$ cat src/rtl/cursor_input_ctrl.sv
// cursor_input_ctrl
//   Front-end input stage for the minesweeper top level. Synchronises and
//   debounces five raw push-buttons, moves a cell cursor (with auto-repeat on
//   held direction buttons), drives the cursor's pixel top-left corner, and
//   turns a flip press into a request/acknowledge handshake that carries the
//   cell coordinates latched at the moment of the press.
//
// Ports
//   clock      system clock
//   reset      synchronous, active-high reset
//   right/left/up/down/flip  raw asynchronous push-buttons
//   flip_ack   processor has consumed the pending flip request
//   cell_col   cursor column
//   cell_row   cursor row
//   x_topleft  ORIGIN_X + cell_col*CELL_SIZE (registered, one cycle behind cell_col)
//   y_topleft  ORIGIN_Y + cell_row*CELL_SIZE (registered, one cycle behind cell_row)
//   flip_req   pending flip request
//   flip_col   column latched at the flip press
//   flip_row   row latched at the flip press
module cursor_input_ctrl #(
  parameter int DEBOUNCE_CYCLES = 500000,
  parameter int REPEAT_DELAY    = 40000000,
  parameter int REPEAT_PERIOD   = 10000000,
  parameter int GRID_COLS       = 16,
  parameter int GRID_ROWS       = 16,
  parameter int CELL_SIZE       = 25,
  parameter int ORIGIN_X        = 120,
  parameter int ORIGIN_Y        = 40
) (
  input  logic       clock,
  input  logic       reset,
  input  logic       right,
  input  logic       left,
  input  logic       up,
  input  logic       down,
  input  logic       flip,
  input  logic       flip_ack,
  output logic [4:0] cell_col,
  output logic [4:0] cell_row,
  output logic [9:0] x_topleft,
  output logic [8:0] y_topleft,
  output logic       flip_req,
  output logic [4:0] flip_col,
  output logic [4:0] flip_row
);

  localparam int DB_W    = $clog2(DEBOUNCE_CYCLES + 1);
  localparam int RPT_MAX = (REPEAT_DELAY > REPEAT_PERIOD) ? REPEAT_DELAY : REPEAT_PERIOD;
  localparam int RPT_W   = $clog2(RPT_MAX + 1);
  localparam logic [4:0] COL_MAX = 5'(GRID_COLS - 1);
  localparam logic [4:0] ROW_MAX = 5'(GRID_ROWS - 1);

  // Button index map: 0 right, 1 left, 2 up, 3 down, 4 flip.
  logic [4:0] raw_btn;
  logic [4:0] btn_level;
  logic [4:0] btn_press;
  logic [3:0] dir_move;

  assign raw_btn = {flip, down, up, left, right};

  typedef enum logic [1:0] {IDLE, REQ, WAIT_REL} flip_state_t;
  flip_state_t state_reg;

  logic       flip_req_reg;
  logic [4:0] flip_col_reg;
  logic [4:0] flip_row_reg;
  logic [4:0] col_reg, col_next;
  logic [4:0] row_reg, row_next;
  logic [9:0] x_reg;
  logic [8:0] y_reg;

  genvar gi;

  // Synchroniser + debouncer per button. The counter only advances while the
  // synchronised level disagrees with the accepted level, so any agreement
  // (a glitch ending) restarts the stability window from zero.
  generate
    for (gi = 0; gi < 5; gi++) begin : g_btn
      logic            sync1_reg;
      logic            sync2_reg;
      logic            level_reg;
      logic            level_prev_reg;
      logic [DB_W-1:0] db_cnt_reg;

      always_ff @(posedge clock) begin
        if (reset) begin
          sync1_reg      <= 1'b0;
          sync2_reg      <= 1'b0;
          level_reg      <= 1'b0;
          level_prev_reg <= 1'b0;
          db_cnt_reg     <= '0;
        end else begin
          sync1_reg      <= raw_btn[gi];
          sync2_reg      <= sync1_reg;
          level_prev_reg <= level_reg;
          if (sync2_reg == level_reg) begin
            db_cnt_reg <= '0;
          end else if (db_cnt_reg == DB_W'(DEBOUNCE_CYCLES - 1)) begin
            level_reg  <= sync2_reg;
            db_cnt_reg <= '0;
          end else begin
            db_cnt_reg <= db_cnt_reg + DB_W'(1);
          end
        end
      end

      assign btn_level[gi] = level_reg;
      assign btn_press[gi] = level_reg & ~level_prev_reg;
    end
  endgenerate

  // Auto-repeat per direction. The counter is 1 on the cycle after the press,
  // so it equals the number of cycles since the press. The first repeat uses
  // REPEAT_DELAY; after that the phase bit switches the target to REPEAT_PERIOD
  // and the counter restarts at 1 on every repeat.
  generate
    for (gi = 0; gi < 4; gi++) begin : g_rpt
      logic [RPT_W-1:0] rpt_cnt_reg;
      logic             rpt_phase_reg;
      logic             rpt_fire;

      assign rpt_fire = btn_level[gi] & ~btn_press[gi] &
                        (rpt_phase_reg ? (rpt_cnt_reg == RPT_W'(REPEAT_PERIOD))
                                       : (rpt_cnt_reg == RPT_W'(REPEAT_DELAY)));

      always_ff @(posedge clock) begin
        if (reset) begin
          rpt_cnt_reg   <= '0;
          rpt_phase_reg <= 1'b0;
        end else if (btn_press[gi]) begin
          rpt_cnt_reg   <= RPT_W'(1);
          rpt_phase_reg <= 1'b0;
        end else if (btn_level[gi]) begin
          if (rpt_fire) begin
            rpt_cnt_reg   <= RPT_W'(1);
            rpt_phase_reg <= 1'b1;
          end else begin
            rpt_cnt_reg <= rpt_cnt_reg + RPT_W'(1);
          end
        end else begin
          rpt_cnt_reg   <= '0;
          rpt_phase_reg <= 1'b0;
        end
      end

      assign dir_move[gi] = btn_press[gi] | rpt_fire;
    end
  endgenerate

  // Moves are frozen while a request is pending, and a move coinciding with a
  // flip press is dropped so the latched coordinates are the pre-move ones.
  logic move_en;
  logic mv_right, mv_left, mv_up, mv_down;

  assign move_en  = ~flip_req_reg & ~((state_reg == IDLE) & btn_press[4]);
  assign mv_right = move_en & dir_move[0] & ~dir_move[1];
  assign mv_left  = move_en & dir_move[1] & ~dir_move[0];
  assign mv_up    = move_en & dir_move[2] & ~dir_move[3];
  assign mv_down  = move_en & dir_move[3] & ~dir_move[2];

  always_comb begin
    col_next = col_reg;
    row_next = row_reg;
    if (mv_right && (col_reg != COL_MAX)) begin
      col_next = col_reg + 5'd1;
    end else if (mv_left && (col_reg != 5'd0)) begin
      col_next = col_reg - 5'd1;
    end
    if (mv_down && (row_reg != ROW_MAX)) begin
      row_next = row_reg + 5'd1;
    end else if (mv_up && (row_reg != 5'd0)) begin
      row_next = row_reg - 5'd1;
    end
  end

  // Pixel coordinates are computed from the registered cell position, hence
  // they trail cell_col/cell_row by one cycle.
  always_ff @(posedge clock) begin
    if (reset) begin
      col_reg <= 5'd0;
      row_reg <= 5'd0;
      x_reg   <= 10'(ORIGIN_X);
      y_reg   <= 9'(ORIGIN_Y);
    end else begin
      col_reg <= col_next;
      row_reg <= row_next;
      x_reg   <= 10'(ORIGIN_X) + 10'(col_reg) * 10'(CELL_SIZE);
      y_reg   <= 9'(ORIGIN_Y) + 9'(row_reg) * 9'(CELL_SIZE);
    end
  end

  // Flip handshake. An ack is only honoured in REQ, which guarantees
  // flip_req is high for at least one full cycle. WAIT_REL swallows a held
  // button so one press yields exactly one request.
  always_ff @(posedge clock) begin
    if (reset) begin
      state_reg    <= IDLE;
      flip_req_reg <= 1'b0;
      flip_col_reg <= 5'd0;
      flip_row_reg <= 5'd0;
    end else begin
      case (state_reg)
        IDLE: begin
          if (btn_press[4]) begin
            flip_col_reg <= col_reg;
            flip_row_reg <= row_reg;
            flip_req_reg <= 1'b1;
            state_reg    <= REQ;
          end
        end
        REQ: begin
          if (flip_ack) begin
            flip_req_reg <= 1'b0;
            state_reg    <= btn_level[4] ? WAIT_REL : IDLE;
          end
        end
        WAIT_REL: begin
          if (!btn_level[4]) begin
            state_reg <= IDLE;
          end
        end
        default: begin
          flip_req_reg <= 1'b0;
          state_reg    <= IDLE;
        end
      endcase
    end
  end

  assign cell_col  = col_reg;
  assign cell_row  = row_reg;
  assign x_topleft = x_reg;
  assign y_topleft = y_reg;
  assign flip_req  = flip_req_reg;
  assign flip_col  = flip_col_reg;
  assign flip_row  = flip_row_reg;

endmodule

$ cat config.mk
export PLATFORM = sky130hd
export DESIGN_NAME = cursor_input_ctrl
export DESIGN_NICKNAME = d
export VERILOG_FILES = /design/src/rtl/cursor_input_ctrl.sv
export SDC_FILE = /design/constraint.sdc
export NUM_CORES = 1
export LEC_CHECK = 0
export BUFFER_PORTS_ARGS = -buffer_cell sky130_fd_sc_hd__buf_2
export CAP_MARGIN = 20
export CORE_MARGIN = 1
export CORE_UTILIZATION = 53
export DETAILED_ROUTE_END_ITERATION = 10
export PLACE_DENSITY = 0.72
export SKIP_LAST_GASP = 1
export SYNTH_ARGS = -nofsm -noshare
export SYNTH_HDL_FRONTEND = slang
export SYNTH_SLANG_ARGS = --single-unit
$ cat constraint.sdc
create_clock -name clock -period 5.75 [get_ports clock]
set_input_delay 1.15 -clock clock [delete_from_list [all_inputs] [get_ports clock]]
set_output_delay 1.15 -clock clock [all_outputs]
set_load 0.1 [all_outputs]
==> results of run 1 <==
## cell usage in the layout (no fill, tap or decap), drive strengths merged, types with 26 or more instances in the layout
cell | synthesis | routed
a21oi | 26 | 26
clkbuf | 28 | 35
nand2 | 102 | 102
buf | 3 | 50
inv | 49 | 50
dfxtp | 265 | 265
nand3 | 83 | 83
and3 | 28 | 28
nor2 | 256 | 256
xor2 | 123 | 123
ha | 53 | 53
xnor2 | 75 | 75
nand4 | 30 | 30
## final cells by class
type                       count  area share
clock inverter                16      0.0211
inverter                      49      0.0135
timing repair buffer          50      0.0189
tap                          280      0.0256
clock buffer                  35      0.0555
multi-input combinational   1013       0.477
sequential                   265       0.388
## per-layer routing
| layer | wire [µm] | global-route usage |
|---|---|---|
| met1 | 11300 | 0.266 |
| met3 | 694 | 0.0289 |
| met4 | 541 | 0.0529 |
| met5 | 0 | 0 |
| met2 | 10700 | 0.338 |
## kinds of logic after synthesis
group,Yosys count,share of synthesized area
compound gates,64,0.0339
mux,22,0.0210
simple gates,672,0.279
flops,265,0.437
xor+xnor,198,0.143
fa+ha+maj,57,0.0613
buf+inv,80,0.0248
## power breakdown
group / internal (W) / leakage [nW] / switching [W]
clock: 0.00129 / 0.508 / 0.000736
sequential: 0.00184 / 2.14 / 0.00000247
combinational: 0.00000728 / 2.23 / 0.0000166
total: 0.00314 / 4.88 / 0.000755
## critical path, delay by kind of cell, from the launching register on
family	cells	cell delay, ns
flops	1	0.37
simple gates	4	1.11
fa+ha+maj	1	0.44
mux	2	0.51
compound gates	5	0.93
## metrics by stage
step,power (W),util,std cells
floorplan,0.00190,-,1358
CTS,0.00394,0.617,1708
finish,0.00389,0.617,1708
global placement,0.00191,0.570,1657
detailed placement,0.00191,0.570,1657
global route,0.00401,0.617,1708
## final timing paths
path                                       startpoint                             to  slack (ns)  cells past startpoint
setup reg to reg  g_rpt[0].rpt_cnt_reg[21]$_SDFF_PP0_       cell_col[4]$_SDFFE_PP0P_        2.28                     12
hold reg to reg         g_btn[3].sync1_reg$_SDFF_PP0_  g_btn[3].sync2_reg$_SDFF_PP0_        0.44                      1
hold / removal          g_btn[3].sync1_reg$_SDFF_PP0_  g_btn[3].sync2_reg$_SDFF_PP0_        0.44                      1
setup / recovery  g_rpt[0].rpt_cnt_reg[21]$_SDFF_PP0_       cell_col[4]$_SDFFE_PP0P_        2.28                     12
==> summary.md, run 1 <==
| Metric | Value |
|---|---|
| Outcome | completed |
| Area share of the largest cell type after synthesis | 0.437 |
| Post-layout min period | 3.47 ns |
| Crit Path Max Fanout | 7 |
| P per Cell Area | 285 nW/µm² |
| Worst-skew pair later-pin latency | 0.54 ns |
| Max_slew headroom | 0.358 |
| Drt drc | 0 |
| Primary FF master, synth | dfxtp_1 |
| Critical Path AT | 3.89 ns |
| Detailed Route WL | 23100 µm |
| Most frequent cells after synthesis | dfxtp_1 (265), nor2_1 (256), xor2_1 (123) |
| Final Cell Area | 13700 µm² |
| Overflow left after global routing | 0 |
| Post-CTS setup buffers | 0 |
| Ratio of cells with drive above 1 in the final layout | 0.0868 |
| Max reg flops | 104 |
| Yosys warning total | 0 |
| Setup Skew | 0.00801 ns |
| Syn Area/Cell | 8.93 µm² |
| EDFF count, synth | 0 |
| Critical Path Start Type | register |
| Final setup viols | 0 |
| Final worst path period share | 0.603 |
| Nets | 1472 |
| Ant. Diodes | 0 |
| Worst hold path class | register to register |
| Area grow syn2layout | 12.7% |
| DR iter-0 viols | 392 |
| Count leader, synth | dfxtp_1 |
| Worst-Margin Slew | 0.960 ns |
| Flops & latches, synth | 265 |
| Syn Inst Count | 1358 |
| Post-CTS Resized | 0 |
| Crit-path most repeated cell | a21oi_1 |
| Maximum vdd drop | 0.000203 V |
| Mapped cell area | 12100 µm² |
| Port Buffers | 47 |
| Max_cap viols | 0 |
| H-tree depth | 1 |
| Seq/Total Area, Yosys | 0.437 |
| Async SR Flop Fraction | 0 |
| Vias per Instance | 5.33 |
| CTS Hold Buffers Added | 0 |
| TNS Setup | 0 ns |
| Core Region | 22200 µm² |
| Largest net degree at the start of global routing | 38 |
| Crit path cell chain | or4b_1, nor4_1, o2111ai_1, a21boi_1, nand2_1, fa_1, a21o_1, a21oi_1, nand2b_1, a21oi_1, mux2i_1, mux2_1 |
| Dpl ws | 2.29 ns |
| Setup CP Type | register to register |
| Register area | 5310 µm² |
| I/O Pins | 48 |
| DP Wirelength | 16100 µm |
| GRT Resource Usage Total | 0.200 |
| DR WL/cell | 13.6 µm |
| Final hold violations | 0 |
| Max incr delay on CP | 0.51 ns |
| Biggest area consumer among synthesized cells | dfxtp_1 |
| Pleak | 4.88 nW |
| Clock root cell | clkbuf_16 |
| Die X-Extent | 153 µm |
| Die Y | 153 µm |
| Via count | 9101 |
| Critical path's slowest cell | or4b_1 |
| Library cells used by synthesis | 57 |
| Clk sink count | 265 |
| CP required | 6.17 ns |
| Vias in the first global route | 8693 |
| Placer Congestion | 0.821 |
| Max Fclk | 288 MHz |
| Multi-input logic area | 6530 µm² |
| Clock buffer depth | 3 |
| DRT Pass-1 Iters | 5 |
| Clock-pin slew on the worst setup and hold paths | 0.06 ns |
| CTS tree | yes |
| First-pass GRT wire length | 40000 µm |
| Full die area | 23500 µm² |
| Hold Worst Slack | 0.445 ns |
| Synth top area cells | dfxtp_1 (44%), xor2_1 (8.9%), nor2_1 (7.9%) |
| Initial core utilization | 0.547 |
| Final worst slack | 2.28 ns |
| Max-slew violation count | 0 |
| Net Count, Synth | 1423 |
| Antenna violations before repair | 0 |
| Post-route ant nets | 0 |
| Total CTS buffers | 28 |
| RSZ-0062 raised after global routing | no |
| Rows | 54 |
| Crit. End Element | register |
| Layout fillers | 1922 |
| DP Area | 12600 µm² |
Power figures use the tool's default switching activity.
==> run 2, diff against run 1 <==
Settings changed: ABC_AREA set to 1.
Clock period 5.75 ns to 3.6 ns, I/O delays scaled along.
==> summary.md, run 2 <==
| Metric | Value |
|---|---|
| Max_slew headroom | 0.430 |
| Ratio of cells with drive above 1 in the final layout | 0.0964 |
| TNS Setup | 0 ns |
| RR Endpoint | x_topleft[9]$_SDFF_PP0_ |
| Drt drc | 0 |
| Placer Congestion | 0.886 |
| Nets | 1889 |
| Post-layout min period | 2.73 ns |
| Biggest area consumer among synthesized cells | dfxtp_1 |
| Post-CTS Resized | 0 |
| Antenna violations before repair | 0 |
| Count leader, synth | nand2_1 |
| Ant. Diodes | 0 |
| CP required | 4.07 ns |
| Sw frac | 0.205 |
| Outcome | completed |
| Comb pwr share | 0.008 |
| Die Y | 159 µm |
| H-tree depth | 1 |
| Port Buffers | 47 |
| Clk sink count | 265 |
| Primary FF master, synth | dfxtp_1 |
| RSZ-0062 raised after global routing | no |
| Maximum vdd drop | 0.000330 V |
| Commonest non-fill, non-tap cell in the layout | nand2_1 |
| Worst-skew pair later-pin latency | 0.54 ns |
| Largest net degree at the start of global routing | 26 |
| Die X-Extent | 159 µm |
| Mapped cell area | 13000 µm² |
| Clock root cell | clkbuf_16 |
| Yosys warning total | 0 |
| Hold Worst Slack | 0.398 ns |
| Overflow left after global routing | 0 |
| Total CTS buffers | 28 |
| Psw | 0.00122 W |
| Core Region | 23800 µm² |
| Detailed Route WL | 27200 µm |
| Crit Path Max Fanout | 7 |
| DP Wirelength | 20100 µm |
| Critical Path Source | cell_col[1]$_SDFFE_PP0P_ |
| Final hold violations | 0 |
| Rows | 56 |
| Post-CTS setup buffers | 0 |
| Syn Inst Count | 1768 |
| Reg2reg setup slack | 0.87 ns |
| Int Pwr | 0.00471 W |
| Crit path capture | x_topleft[9]$_SDFF_PP0_ |
| Critical Path Start Type | register |
| Final worst slack | 0.871 ns |
| Max_cap viols | 0 |
| Setup CP Type | register to register |
| P per Cell Area | 408 nW/µm² |
| Clock-pin slew on the worst setup and hold paths | 0.06 ns |
| DR iter-0 viols | 597 |
| Vias in the first global route | 10300 |
| CTS Hold Buffers Added | 0 |
| DRT Pass-1 Iters | 5 |
| Dpl ws | 0.885 ns |
| Final setup viols | 0 |
| Most frequent cells in the layout | nand2_1 (287), nor2_1 (278), dfxtp_1 (265) |
| Max-slew violation count | 0 |
| Max Fclk | 366 MHz |
| Crit. End Element | register |
| Setup Skew | 0.0111 ns |
| Clock network power share | 0.496 |
| Net Count, Synth | 1833 |
| Critical R2R Launch | cell_col[1]$_SDFFE_PP0P_ |
| Pwr Total | 0.00592 W |
| Worst-Margin Slew | 0.853 ns |
| Post-route ant nets | 0 |
| DR WL/cell | 12.6 µm |
| GRT Resource Usage Total | 0.224 |
| Via count | 11100 |
| Seq/Total Area, Yosys | 0.408 |
| Area grow syn2layout | 11.6% |
| Initial core utilization | 0.547 |
| Critical Path AT | 3.20 ns |
| First-pass GRT wire length | 46200 µm |
| Library cells used by synthesis | 44 |
| EDFF count, synth | 0 |
| Synth top area cells | dfxtp_1 (41%), nand2_1 (8.3%), nor2_1 (8.0%) |
| I/O Pins | 48 |
| Final worst path period share | 0.758 |
| Vias per Instance | 5.14 |
| Syn Area/Cell | 7.35 µm² |
| Async SR Flop Fraction | 0 |
| Flops & latches, synth | 265 |
| Area share of the largest cell type after synthesis | 0.408 |
| Full die area | 25200 µm² |
| Worst hold path class | input pin to register |
| Max reg flops | 104 |
| Pleak | 5.47 nW |
| CTS tree | yes |
| Clock buffer depth | 3 |
| Most frequent cells after synthesis | nand2_1 (287), nor2_1 (278), dfxtp_1 (265) |
| Reg2Reg Depth | 12 |
| Flop pwr share | 0.497 |
[run 2: changes by cell type after synthesis, sizes merged, moves of 25 or more]
cell   change
nor3      +75
and3      -25
o21ai     +42
xnor2     -53
a21oi     +74
nand2    +194
inv      +209
nor2      +40
xor2      -76
[run 2: cell type report]
cell class	instances	area [µm²]
timing repair buffer	50	258
clock buffer	41	841
multi-input combinational	1220	6620
inverter	259	972
sequential	265	5310
clock inverter	11	113
fill	2191	9250
tap	319	399
[run 2: power groups by stage]
| stage | logic (W) | registers [W] | clock network [W] |
|---|---|---|---|
| final | 0.0000452 | 0.00294 | 0.00294 |
| after floorplan | 0.0000305 | 0.00301 | 0 |
| after global placement | 0.0000450 | 0.00301 | 0 |
| after CTS | 0.0000460 | 0.00294 | 0.00300 |
| after detailed placement | 0.0000457 | 0.00301 | 0 |
| after global routing | 0.0000519 | 0.00294 | 0.00314 |
[run 2: routing by layer]
metal	routed length (µm)	global-route usage	part of all wire
met5	0	0	0
met4	735	0.0687	0.027
met2	12000	0.367	0.44
met1	13500	0.304	0.50
met3	1020	0.0297	0.037
[run 2: how the worst min path moves through the flow]
stage / from / end / cells past startpoint
after detailed placement: g_btn[0].sync1_reg$_SDFF_PP0_ / g_btn[0].sync2_reg$_SDFF_PP0_ / 2
after floorplan: g_btn[0].sync1_reg$_SDFF_PP0_ / g_btn[0].sync2_reg$_SDFF_PP0_ / 2
after global placement: g_btn[1].sync1_reg$_SDFF_PP0_ / g_btn[1].sync2_reg$_SDFF_PP0_ / 2
final: right / g_btn[0].sync1_reg$_SDFF_PP0_ / 3
after global routing: up / g_btn[2].sync1_reg$_SDFF_PP0_ / 3
after CTS: up / g_btn[2].sync1_reg$_SDFF_PP0_ / 3
[run 2: cells by family (layout without fill, tap and decap cells)]
| family | Yosys count | count (layout) | share of synthesized area |
|---|---|---|---|
| adders and majority gates | 57 | 57 | 0.0572 |
| AOI/OAI and AO/OA | 184 | 184 | 0.0771 |
| buffers and inverters | 283 | 361 | 0.0830 |
| and+or+nand+nor | 910 | 910 | 0.328 |
| xor gates and xnor gates | 69 | 69 | 0.0465 |
| DFF | 265 | 265 | 0.408 |
[run 2: metrics by stage]
| step | instance area (µm²) | std cells | util |
|---|---|---|---|
| floorplan | 13000 | 1768 | - |
| global placement | 13600 | 2113 | 0.571 |
| detailed placement | 13600 | 2113 | 0.571 |
| CTS | 14500 | 2165 | 0.611 |
| global route | 14500 | 2165 | 0.611 |
| finish | 14500 | 2165 | 0.611 |
[run 2: critical path: stages, from the launching register on]
cell,delay (ns)
dfxtp_1,0.45
inv_1,0.18
ha_1,0.31
inv_1,0.04
ha_1,0.28
ha_1,0.29
ha_1,0.22
fa_1,0.40
nand2_1,0.09
nand2_1,0.05
a21oi_1,0.14
o21ai_0,0.09
a21oi_1,0.12
==> run 3, diff against run 2 <==
Settings changed: PLACE_DENSITY 0.72 to 0.75.
Clock period 3.6 ns to 2.26 ns, I/O delays scaled along.
==> summary.md, run 3 (same netlist as run 2, synthesis figures left out) <==
| Metric | Value |
|---|---|
| DRT Pass-1 Iters | 5 |
| Nets | 1989 |
| Clock network power share | 0.503 |
| DP Wirelength | 21200 µm |
| Crit. End Element | register |
| Max incr delay on CP | 0.34 ns |
| Pwr Total | 0.00958 W |
| Final hold violations | 0 |
| Crit Path Max Fanout | 4 |
| Max Fclk | 442 MHz |
| Commonest non-fill, non-tap cell in the layout | nand2_1 |
| Clock root cell | clkbuf_16 |
| Max-slew violation count | 0 |
| Full die area | 25200 µm² |
| Post-route ant nets | 0 |
| Via count | 11600 |
| Total CTS buffers | 29 |
| Overflow left after global routing | 0 |
| Vias in the first global route | 10500 |
| Psw | 0.00192 W |
| DP Area | 14400 µm² |
| Layout fillers | 1988 |
| Core Region | 23800 µm² |
| Sw frac | 0.200 |
| Critical Path AT | 2.70 ns |
| Detailed Route WL | 28700 µm |
| Final setup viols | 1 |
| Placer Congestion | 0.907 |
| Worst-Margin Slew | 0.590 ns |
| Comb pwr share | 0.008 |
| Worst hold path class | input pin to register |
| Flop pwr share | 0.488 |
| Ant. Diodes | 0 |
| Initial core utilization | 0.547 |
| Int Pwr | 0.00766 W |
| Max_cap viols | 0 |
| Final worst path period share | 1.00 |
| Max reg flops | 104 |
| Worst-skew pair later-pin latency | 0.54 ns |
| Port Buffers | 47 |
| CP required | 2.70 ns |
| Multi-input logic area | 6950 µm² |
| Failing checks | negative setup slack |
| Most frequent cells in the layout | nand2_1 (282), nor2_1 (275), dfxtp_1 (250) |
| DR WL/cell | 12.7 µm |
| TNS Setup | -0.00356 ns |
| Post-layout min period | 2.26 ns |
| P per Cell Area | 610 nW/µm² |
| First-pass GRT wire length | 47600 µm |
| Dpl ws | -0.0555 ns |
| Max_slew headroom | 0.609 |
| GRT Resource Usage Total | 0.229 |
| Antenna violations before repair | 1 |
| Crit path cell chain | inv_2, ha_2, nand2_1, nor2_1, nand3_1, nor2_2, nand3_2, nand2_2, inv_2, nor2_4, inv_4, fa_2, nand3_1, nand2_1, nand4_1, nand2_2, a21oi_2, nor2_1 |
| Drt drc | 0 |
| Area grow syn2layout | 20.8% |
| Final Cell Area | 15700 µm² |
| Pleak | 6.04 nW |
| I/O Pins | 48 |
| Setup Skew | 0.00784 ns |
| Register area | 5350 µm² |
| Largest net degree at the start of global routing | 26 |
| CTS tree | yes |
| Setup CP Type | register to register |
| Final worst slack | -0.00356 ns |
| Maximum vdd drop | 0.000643 V |
| H-tree depth | 1 |
| RSZ-0062 raised after global routing | yes |
| Die Y | 159 µm |
| Vias per Instance | 5.13 |
| Critical Path Start Type | register |
| Clock buffer depth | 3 |
| Clock-pin slew on the worst setup and hold paths | 0.06 ns |
| Outcome | finished, violations left |
| Ratio of cells with drive above 1 in the final layout | 0.180 |
| Rows | 56 |
| Die X-Extent | 159 µm |
| Clk sink count | 265 |
| Critical path's slowest cell | fa_2 |
| DR iter-0 viols | 846 |
## run 3: cell count changes in the layout (fill, tap and decap cells not counted), moves of 7 or more
| cell | delta |
|---|---|
| inv_2 | +7 |
| buf_4 | +97 |
| dfxtp_4 | +10 |
| ha_1 | -20 |
| ha_4 | +18 |
| dfxtp_1 | -15 |
| inv_1 | -14 |
| inv_4 | +7 |
## run 3: per-layer routing
| layer | wire [µm] | up-vias | track usage |
|---|---|---|---|
| met4 | 509 | 0 | 0.0485 |
| met2 | 12900 | 209 | 0.374 |
| li1 | - | 6046 | - |
| met5 | 0 | - | 0 |
| met1 | 13900 | 5320 | 0.313 |
| met3 | 1420 | 42 | 0.0430 |
## run 3: what timing repair did
| action | in CTS | in global routing |
|---|---|---|
| pin swaps | 4 | 15 |
| gates resized for setup | 9 | 32 |
| setup endpoints to repair | 3 | 21 |
| hold buffers | 0 | 0 |
| setup buffers | 4 | 9 |
## run 3: path summary, 6_finish.rpt
| path | from | to | slack [ns] | cells after the start |
|---|---|---|---|---|
| worst min register to register | g_btn[1].sync1_reg$_SDFF_PP0_ | g_btn[1].sync2_reg$_SDFF_PP0_ | 0.41 | 2 |
| worst max-delay path | g_rpt[0].rpt_cnt_reg[0]$_SDFF_PP0_ | cell_col[4]$_SDFFE_PP0P_ | -0.004 | 18 |
| worst min-delay path | left | g_btn[1].sync1_reg$_SDFF_PP0_ | 0.11 | 3 |
| worst max register to register | g_rpt[0].rpt_cnt_reg[0]$_SDFF_PP0_ | cell_col[4]$_SDFFE_PP0P_ | -0.004 | 18 |
## run 3: area by class of cell
class,count,share of cell area
Multi-Input combinational cell,1220,0.443
Sequential cell,265,0.341
Timing Repair Buffer,149,0.0648
Inverter,259,0.0631
Clock buffer,47,0.0582
Tap cell,319,0.0254
Clock inverter,6,0.00534
## run 3: power by group through the flow
| stage | sequential, W | combinational, W | clock, W |
|---|---|---|---|
| after floorplan | 0.00478 | 0.0000487 | 0 |
| after CTS | 0.00468 | 0.0000804 | 0.00492 |
| after global placement | 0.00478 | 0.0000778 | 0 |
| after global routing | 0.00467 | 0.0000910 | 0.00511 |
| final | 0.00468 | 0.0000795 | 0.00482 |
| after detailed placement | 0.00478 | 0.0000792 | 0 |
## run 3: worst max-delay path: cells and delay by family, from the launching register on
kind            cells  cell delay [ns]
buf+inv             3             0.17
flops               1             0.33
simple gates       12             1.03
fa+ha+maj           2             0.49
compound gates      1             0.12
## run 3: through the flow
step / util / instances / hold slack (ns)
after floorplan: - / 1768 / 0.388
after global placement: 0.608 / 2199 / 0.393
after detailed placement: 0.608 / 2199 / 0.398
after CTS: 0.654 / 2256 / 0.0890
after global routing: 0.661 / 2265 / 0.109
final: 0.661 / 2265 / 0.111
